$ cat src/rtl/branch_predict_unit.sv
`default_nettype none
// ============================================================================
// Module   : branch_predict_unit
// Brief    : Direct-mapped BTB with 2-bit counters. Predicts the next fetch PC
//            in IF, carries each prediction to EX, flags mispredicts and
//            trains the table. Optional perf counters under BPU_PERF_CNT_EN.
// Revision : 1.0 - initial release
// ============================================================================
module branch_predict_unit #(
    parameter int BTB_ENTRIES = 16,
    parameter int TAG_W       = 30 - $clog2(BTB_ENTRIES)
) (
    input  logic        clk,
    input  logic        reset,
    input  logic [31:0] if_pc,
    input  logic        stall,
    input  logic        id_ex_bubble,
    input  logic        flush,
    input  logic        ex_is_branch,
    input  logic        ex_is_jump,
    input  logic        ex_taken,
    input  logic [31:0] ex_target,
`ifdef BPU_PERF_CNT_EN
    output logic [31:0] br_count,
    output logic [31:0] mispred_count,
`endif
    output logic [31:0] pred_pc,
    output logic        pred_taken,
    output logic        mispredicted_pc,
    output logic [31:0] redirect_pc
);

    localparam int         IDX_W      = $clog2(BTB_ENTRIES);
    localparam logic [1:0] c_ctr_init = 2'b10;
    localparam logic [1:0] c_ctr_jump = 2'b11;

    function automatic logic [1:0] f_ctr_next(input logic [1:0] ctr, input logic up);
        logic [1:0] nxt;
        nxt = ctr;
        if (up && (ctr != 2'b11)) begin
            nxt = ctr + 2'd1;
        end else if (!up && (ctr != 2'b00)) begin
            nxt = ctr - 2'd1;
        end
        return nxt;
    endfunction

    // Flattened view of the per-entry BTB registers
    logic [BTB_ENTRIES-1:0] w_btb_valid;
    logic [TAG_W-1:0]       w_btb_tag    [BTB_ENTRIES];
    logic [31:0]            w_btb_target [BTB_ENTRIES];
    logic [1:0]             w_btb_ctr    [BTB_ENTRIES];

    // ------------------------------------------------------------------
    // IF-side lookup
    // ------------------------------------------------------------------
    logic [IDX_W-1:0] w_if_idx;
    logic [TAG_W-1:0] w_if_tag;
    logic             w_if_hit;
    logic [31:0]      w_if_pc_inc;

    assign w_if_idx    = if_pc[IDX_W+1:2];
    assign w_if_tag    = if_pc[31 -: TAG_W];
    assign w_if_hit    = w_btb_valid[w_if_idx] && (w_btb_tag[w_if_idx] == w_if_tag);
    assign w_if_pc_inc = if_pc + 32'd4;
    assign pred_taken  = w_if_hit && w_btb_ctr[w_if_idx][1];
    assign pred_pc     = pred_taken ? w_btb_target[w_if_idx] : w_if_pc_inc;

    // ------------------------------------------------------------------
    // Shadow stages tracking the IF/ID and ID/EX pipeline registers
    // ------------------------------------------------------------------
    logic        r_id_valid;
    logic [31:0] r_id_pc;
    logic        r_id_p_taken;
    logic [31:0] r_id_p_target;
    logic        r_ex_valid;
    logic [31:0] r_ex_pc;
    logic        r_ex_p_taken;
    logic [31:0] r_ex_p_target;

    logic w_hold_all;
    logic w_ex_adv;

    assign w_hold_all = stall && !id_ex_bubble;
    assign w_ex_adv   = r_ex_valid && !w_hold_all;

    always_ff @(posedge clk or posedge reset) begin
        if (reset) begin
            r_id_valid    <= 1'b0;
            r_id_pc       <= 32'd0;
            r_id_p_taken  <= 1'b0;
            r_id_p_target <= 32'd0;
            r_ex_valid    <= 1'b0;
            r_ex_pc       <= 32'd0;
            r_ex_p_taken  <= 1'b0;
            r_ex_p_target <= 32'd0;
        end else if (flush) begin
            r_id_valid <= 1'b0;
            r_ex_valid <= 1'b0;
        end else if (stall && id_ex_bubble) begin
            r_ex_valid <= 1'b0;
        end else if (!stall) begin
            r_ex_valid    <= r_id_valid;
            r_ex_pc       <= r_id_pc;
            r_ex_p_taken  <= r_id_p_taken;
            r_ex_p_target <= r_id_p_target;
            r_id_valid    <= 1'b1;
            r_id_pc       <= if_pc;
            r_id_p_taken  <= pred_taken;
            r_id_p_target <= pred_taken ? pred_pc : 32'd0;
        end
    end

    // ------------------------------------------------------------------
    // EX resolution
    // ------------------------------------------------------------------
    logic        w_ex_ctrl;
    logic [31:0] w_ex_pc_inc;
    logic [31:0] w_actual;
    logic        w_mispredict;

    assign w_ex_ctrl   = ex_is_branch || ex_is_jump;
    assign w_ex_pc_inc = r_ex_pc + 32'd4;

    always_comb begin
        w_actual     = w_ex_pc_inc;
        w_mispredict = 1'b0;
        if (w_ex_ctrl) begin
            if (ex_taken) begin
                w_actual = ex_target;
            end
            w_mispredict = (r_ex_p_taken != ex_taken) ||
                           (ex_taken && (r_ex_p_target != ex_target));
        end else begin
            // A predicted-taken non-control instruction is a BTB alias
            w_mispredict = r_ex_p_taken;
        end
    end

    assign mispredicted_pc = w_ex_adv && w_mispredict;
    assign redirect_pc     = mispredicted_pc ? w_actual : 32'd0;

    // ------------------------------------------------------------------
    // Training: one full-entry write per resolving instruction
    // ------------------------------------------------------------------
    logic [IDX_W-1:0] w_ex_idx;
    logic [TAG_W-1:0] w_ex_tag;
    logic             w_ex_hit;
    logic             w_wr_en;
    logic             w_wr_valid;
    logic [31:0]      w_wr_target;
    logic [1:0]       w_wr_ctr;

    assign w_ex_idx = r_ex_pc[IDX_W+1:2];
    assign w_ex_tag = r_ex_pc[31 -: TAG_W];
    assign w_ex_hit = w_btb_valid[w_ex_idx] && (w_btb_tag[w_ex_idx] == w_ex_tag);

    always_comb begin
        w_wr_en     = 1'b0;
        w_wr_valid  = w_btb_valid[w_ex_idx];
        w_wr_target = w_btb_target[w_ex_idx];
        w_wr_ctr    = w_btb_ctr[w_ex_idx];
        if (w_ex_adv) begin
            if (ex_is_jump) begin
                w_wr_en     = 1'b1;
                w_wr_valid  = 1'b1;
                w_wr_target = ex_target;
                w_wr_ctr    = c_ctr_jump;
            end else if (ex_is_branch) begin
                if (w_ex_hit) begin
                    w_wr_en    = 1'b1;
                    w_wr_valid = 1'b1;
                    w_wr_ctr   = f_ctr_next(w_btb_ctr[w_ex_idx], ex_taken);
                    if (ex_taken) begin
                        w_wr_target = ex_target;
                    end
                end else if (ex_taken) begin
                    w_wr_en     = 1'b1;
                    w_wr_valid  = 1'b1;
                    w_wr_target = ex_target;
                    w_wr_ctr    = c_ctr_init;
                end
            end else if (w_ex_hit) begin
                w_wr_en    = 1'b1;
                w_wr_valid = 1'b0;
            end
        end
    end

    // Registered storage: same-cycle lookups see pre-write contents
    generate
        for (genvar g = 0; g < BTB_ENTRIES; g++) begin : g_btb
            logic             r_valid;
            logic [TAG_W-1:0] r_tag;
            logic [31:0]      r_target;
            logic [1:0]       r_ctr;
            logic             w_sel;

            assign w_sel = w_wr_en && (w_ex_idx == IDX_W'(g));

            always_ff @(posedge clk or posedge reset) begin
                if (reset) begin
                    r_valid  <= 1'b0;
                    r_tag    <= '0;
                    r_target <= 32'd0;
                    r_ctr    <= c_ctr_init;
                end else if (w_sel) begin
                    r_valid  <= w_wr_valid;
                    r_tag    <= w_ex_tag;
                    r_target <= w_wr_target;
                    r_ctr    <= w_wr_ctr;
                end
            end

            assign w_btb_valid[g]  = r_valid;
            assign w_btb_tag[g]    = r_tag;
            assign w_btb_target[g] = r_target;
            assign w_btb_ctr[g]    = r_ctr;
        end
    endgenerate

`ifdef BPU_PERF_CNT_EN
    logic [31:0] r_br_count;
    logic [31:0] r_mispred_count;

    always_ff @(posedge clk or posedge reset) begin
        if (reset) begin
            r_br_count      <= 32'd0;
            r_mispred_count <= 32'd0;
        end else begin
            if (w_ex_adv && w_ex_ctrl) begin
                r_br_count <= r_br_count + 32'd1;
            end
            if (mispredicted_pc) begin
                r_mispred_count <= r_mispred_count + 32'd1;
            end
        end
    end

    assign br_count      = r_br_count;
    assign mispred_count = r_mispred_count;
`endif

endmodule
`default_nettype wire

$ cat config.mk
export PLATFORM = sky130hd
export DESIGN_NAME = branch_predict_unit
export DESIGN_NICKNAME = d
export VERILOG_FILES = /design/src/rtl/branch_predict_unit.sv
export SDC_FILE = /design/constraint.sdc
export NUM_CORES = 2
export LEC_CHECK = 0
export CAP_MARGIN = 15
export CORE_ASPECT_RATIO = 0.7
export CORE_UTILIZATION = 63
export CTS_CLUSTER_DIAMETER = 50
export DETAILED_ROUTE_END_ITERATION = 10
export PLACE_DENSITY = 0.88
export SLEW_MARGIN = 20
export SYNTH_ARGS = -nofsm -noshare
export SYNTH_HDL_FRONTEND = slang
export SYNTH_SLANG_ARGS = --single-unit
$ cat constraint.sdc
create_clock -name clk -period 48.2 [get_ports clk]
set_input_delay 12.05 -clock clk [delete_from_list [all_inputs] [get_ports clk]]
set_output_delay 12.05 -clock clk [all_outputs]
set_load 0.01 [all_outputs]
* Word-level counts from Yosys, hierarchy flattened
Cells that the tools add are included.
** Cells by class
- Add/sub/neg operators :: 4
- Multipliers :: 0
- Div/mod/pow operators :: 0
- Magnitude comparators :: 4
- Equal/unequal tests :: 23
- Shifts and indexed selects :: 0
- Multiplexer cells :: 57
- Bitwise logic cells :: 5
- Reduce and logical (&&, ||, !) cells :: 35
** Operators by type and width (count)
- $mux 32 :: 13
- $bmux 32 s4 :: 2
- $bmux 26 s4 :: 2
- $mux 26 :: 4
- $add 32x3->32 const B :: 2
- $eq 26x26->1 :: 2
- $eq 4x4->1 const B :: 8
- $ne 32x32->1 :: 1
- $logic_and 1x1->1 :: 26
- $mux 2 :: 11
- $mux 1 :: 21
- $bmux 2 s4 :: 2
- $eq 4x3->1 const B :: 4
- $ge 5x5->1 const B :: 2
- $lt 4x5->1 const B :: 2
- $not 4->5 :: 2
- $bmux 1 s4 :: 2
- $eq 4x2->1 const B :: 2
- $eq 4x1->1 const B :: 1
- $logic_not 4->1 :: 1
- $ne 2x2->1 const B :: 2
- $logic_not 1->1 :: 3
- $ne 3x1->1 const B :: 1
- $not 1->1 :: 3
- other kinds (8) :: 9
** Storage, ports and cells
- Register bits after elaboration :: 1108
- Bits in latches :: 0
- RAM bits :: 0
- ROM bits :: 0
- Output and inout port bits :: 66
- Logic and storage cells :: 200
- Memories kept :: 0

* Depth between registers and ports, before layout
- Depth in word-level cells :: 12
- Gate-level depth with buffers :: 17
- Mapped depth without buffers :: 10

* Least setup slack after synthesis
OpenSTA, ideal clock, no wires.
- Kind :: input port to output port
- Start :: input if_pc[2]
- End :: output pred_pc[20]
- Data arrival time :: 15.260 ns
- Data required time :: 36.150 ns
- Slack :: 20.890 ns
- Stages on the path :: 13
- Buffers on the path :: 5
- Cell sequence :: buf_2 -> buf_1 -> clkbuf_1 -> mux4_2 -> mux4_2 -> xnor2_1 -> nand4b_1 -> nor4_1 -> and3_1 -> buf_2 -> buf_2 -> nand2_1 -> o21ai_0
** Between the ends
- Word-level cells in the longest chain between the ends :: 8
- Elaborated cells on any way between the ends :: 17
- Those cells by class :: 1 x add/sub; 1 x eq/ne; 12 x mux; 1 x bitwise; 2 x reduce/logical
** Ends and longest elaborated chain
- start: declaration :: RTL line 15 : input logic [31:0] if_pc,
- $not 4->5 (implied by the code) :: RTL line 64, 66
- $bmux 26 s4 :: RTL line 64 : assign w_if_hit = w_btb_valid[w_if_idx] && (w_btb_tag[w_if_idx] == w_if_tag);
- $mux 26 (implied by the code) (2 in series) :: RTL line 64
- $eq 26x26->1 :: RTL line 64
- $logic_and 1x1->1 :: RTL line 64
- $logic_and 1x1->1 (*) :: RTL line 66 : assign pred_taken = w_if_hit && w_btb_ctr[w_if_idx][1];
- net pred_taken :: RTL line 28 : output logic pred_taken,
- $mux 32 (*) :: RTL line 67 : assign pred_pc = pred_taken ? w_btb_target[w_if_idx] : w_if_pc_inc;
- end: declaration :: RTL line 27 : output logic [31:0] pred_pc,
Mark *: on every way through the listed nets, which the timed path passes. The rest lies on a longest branch. The select of a mux whose other input is x is not followed.

* Final worst setup path
- Start :: input if_pc[2]
- End :: output pred_pc[15]
** Between the ends
- Word-level cells in the longest chain between the ends :: 8
- Elaborated cells on any way between the ends :: 17
- Those cells by class :: 1 x add/sub; 1 x eq/ne; 12 x mux; 1 x bitwise; 2 x reduce/logical
** Ends and longest elaborated chain (RTL line)
- $not 4->5 (implied by the code) :: 64, 66, 67
- $bmux 26 s4 :: 64
- $mux 26 (implied by the code) (2 in series) :: 64
- $eq 26x26->1 :: 64
- $logic_and 1x1->1 :: 64
- $logic_and 1x1->1 :: 66
- $mux 32 (*) :: 67
Mark *: on every way between the ends. The rest lies on a longest branch, timed or not. The select of a mux whose other input is x is not followed.

==> metrics.md <==
| Metric | Value |
|---|---|
| Total GRT Usage | `38.0%` |
| TNS Setup | `0 ns` |
| Routed wire length per instance | `33.0 um` |
| Start point of the critical path | `if_pc[2]` |
| Fillers | `5,696` |
| DR pass1 iterations | `9` |
| RSZ-0062 raised after global routing | `no` |
| Synth Flop Type | `dfrtp_1` |
| CP max-delay cell | `and3_4` |
| Root Buffer | `clkbuf_16` |
| Commonest cells after routing, fill and taps aside | `dfrtp_1 (1,088), mux2_2 (972), mux4_2 (553)` |
| Worst Hold Class | `reg2reg` |
| Port Buffers | `137` |
| Post-layout min period | `29.56 ns` |
| Status | `complete, but fails checks` |
| Worst reg-to-reg setup slack | `40.53 ns` |
| Final Hold Violating Endpoints | `0` |
| Post-synth top area cell | `dfrtp_1` |
| Longest Clk Path Bufs | `3` |
| Max-slew headroom | `20.4%` |
| Starting DRT DRC Count | `5,714` |
| CTS Buf Count | `102` |
| DRC | `168` |
| Setup violators final | `0` |
| Power density over cell area | `34.3 mW/mm^2` |
| Die Y-Extent | `259 um` |
| Post-cts hold buffer count | `0` |
| Initial antenna violation count | `12` |
| Max Cap Viol | `0` |
| Post-synth EDFFs | `0` |
| Crit-path max FO | `123` |
| Htree depth | `3` |
| Slew of the pin with the lowest slew margin | `1.19 ns` |
| Register area share after synthesis | `46.7%` |
| CTS tree | `yes` |
| Post-Layout Cell Count | `5,377` |
| Vias per cell | `7.36` |
| DP Wirelength | `107,000 um` |
| Origin of the critical flop-to-flop path | `r_ex_pc[3]` |
| Critical path type | `in2out` |
| Area growth, synth to finish | `9.57%` |
| Rows | `93` |
| WP data required | `36.15 ns` |
| Vias in the first global route | `40,500` |
| First-pass GRT wire length | `267,000 um` |
| CP endpoint kind | `output pin` |
| Starting Density | `64.1%` |
| Pleak | `29.9 nW` |
| DR vias | `39,600` |
| DIE AREA | `0.0956 sq mm` |
| CP max stage delay | `0.73 ns` |
| Critical Path AT | `17.51 ns` |
| # Post-CTS Setup Buffers | `0` |
| Multi-input gate area | `0.0299 sq mm` |
| Worst IR drop on VDD | `0.0323 mV` |
| # clock sinks | `1,108` |
| # placed instances | `5,180` |
| Net Count, Synth | `4,199` |
| Highest achievable clock rate | `0.0338 GHz` |
| Count of pins over their slew limit | `0` |
| Ys Warns | `0` |
| GRT Residual Overflow | `0` |
| Post-DRT Antenna Nets | `0` |
| Tcrit/Tclk final | `61.3%` |
| Synth Register Bits | `1,108` |
| Largest cells by area after synthesis | `dfrtp_1 (46%), mux4_2 (21%), mux2_2 (18%), nand2_1 (2.7%), mux2i_1 (1.3%)` |
| Hold path start | `r_id_pc[25]` |
| Synthesized cell area | `0.0594 sq mm` |
| Ordered list of cells on the worst path | `buf_8 > buf_12 > mux4_2 > mux4_2 > xnor2_1 > nand4b_1 > nor4_1 > and3_4 > nand2_1 > o21ai_0 > clkdlybuf4s50_1` |
| CP startpoint kind | `input pin` |
| GP Congestion | `0.927` |
| IO Pins | `138` |
| Setup Skew | `0.0308 ns` |
| Share of layout cells above drive strength 1 | `44.4%` |
| Reg clk slew, reported paths | `0.06 ns` |
| Mapped Avg Cell Area | `14.4 sq um` |
| DRT Wirelength | `178,000 um` |
| Largest net degree at the start of global routing | `188` |
| Post_cts resized | `0` |
| Die span in x | `369 um` |
| Yosys top cell area share | `46.0%` |
| Post-synthesis cell count | `4,120` |
| Most common cell after layout, fill and taps aside | `dfrtp_1` |
| Post-synth cell types | `52` |
| Async S/R FF share, synth | `100%` |
| Crit path top cell by count | `mux4_2` |
| Layout net count | `4,130` |
| Failing checks | `DRC` |
| FF+latch area | `0.0278 sq mm` |
| Clk_lat worst skew | `0.72 ns` |
| Std-Cell Core Area | `0.0927 sq mm` |
## logic make-up after synthesis
family	synth area share, %
AO/OA/AOI/OAI	2.00
XOR/XNOR	2.17
adder cells (fa/ha/maj)	0.147
buffers and inverters	3.24
flip-flops	46.7
multiplexers	41.2
AND/OR/NAND/NOR	4.59
## power breakdown
group | switching, W | total, W | internal (W)
clock network | 0.000378 | 0.000893 | 0.000516
registers | 0.0000513 | 0.00102 | 0.000967
logic | 0.000186 | 0.000320 | 0.000133
total | 0.000615 | 0.00223 | 0.00162
## cells in the mapped netlist (15+ instances only)
master	n
nand3_1	49
nor2_1	49
buf_6	19
mux2_2	972
dfstp_2	16
nand2_1	423
xnor2_1	73
buf_1	40
dfrtp_1	1092
xor2_1	74
mux4_2	553
mux2_1	25
nand4_1	24
a211oi_1	27
and3_1	22
mux2i_1	78
buf_2	124
clkbuf_1	194
buf_4	15
o21ai_0	88
inv_1	26
## flip-flops by register name, summed over array words and instances, names as in the netlist
| signal | flops |
|---|---|
| r_id_p_taken | 1 |
| r_ex_p_target | 32 |
| g_btb.r_target | 512 |
| r_id_p_target | 32 |
| r_ex_valid | 1 |
| g_btb.r_valid | 16 |
| g_btb.r_ctr | 32 |
| r_id_valid | 1 |
| g_btb.r_tag | 416 |
| r_ex_pc | 32 |
| r_ex_p_taken | 1 |
| r_id_pc | 32 |
## worst paths after layout
path / to / depth (start not counted)
min reg2reg: r_ex_pc[25] / 2
min: r_ex_pc[25] / 2
min in group asynchronous: g_btb[8].r_tag[0] / 2
max reg2reg: g_btb[7].r_target[20] / 13
max: pred_pc[15] / 11
max in group asynchronous: r_id_pc[30] / 5
## area by class of cell
cell class                      count  area share [%]
Multi-Input combinational cell   2593            46.0
Sequential cell                  1108            42.6
Clock buffer                      133            4.44
Timing Repair Buffer              219            3.18
Tap cell                         1235            2.37
Clock inverter                     54            1.17
Inverter                           27           0.167
Antenna cell                        8          0.0307
## layer usage
metal / track usage (%) / wire length, um
met4: 15.0 / 8210
met3: 17.8 / 28900
met5: 1.04 / 284
met1: 52.0 / 64200
met2: 52.9 / 75900
## worst max-delay path, delay by kind of cell
family / cells / cell delay (ns)
simple gates: 4 / 1.49
xor+xnor: 1 / 0.54
mux: 2 / 1.08
buf+inv: 3 / 1.99
compound gates: 1 / 0.17
## metrics by stage
stage	hold WS [ns]	util, %	worst slack [ns]	instance area [sq um]	total power (W)
after global routing	0.487	70.2	18.43	65100	0.00229
after floorplan	0.439	-	4.98	59400	0.00123
after CTS	0.468	70.1	18.41	65000	0.00222
final	0.468	70.2	18.64	65100	0.00223
after detailed placement	0.453	66.2	18.43	61400	0.00134
after global placement	0.445	66.2	18.67	61400	0.00133
(Power assumes the default switching activity.)
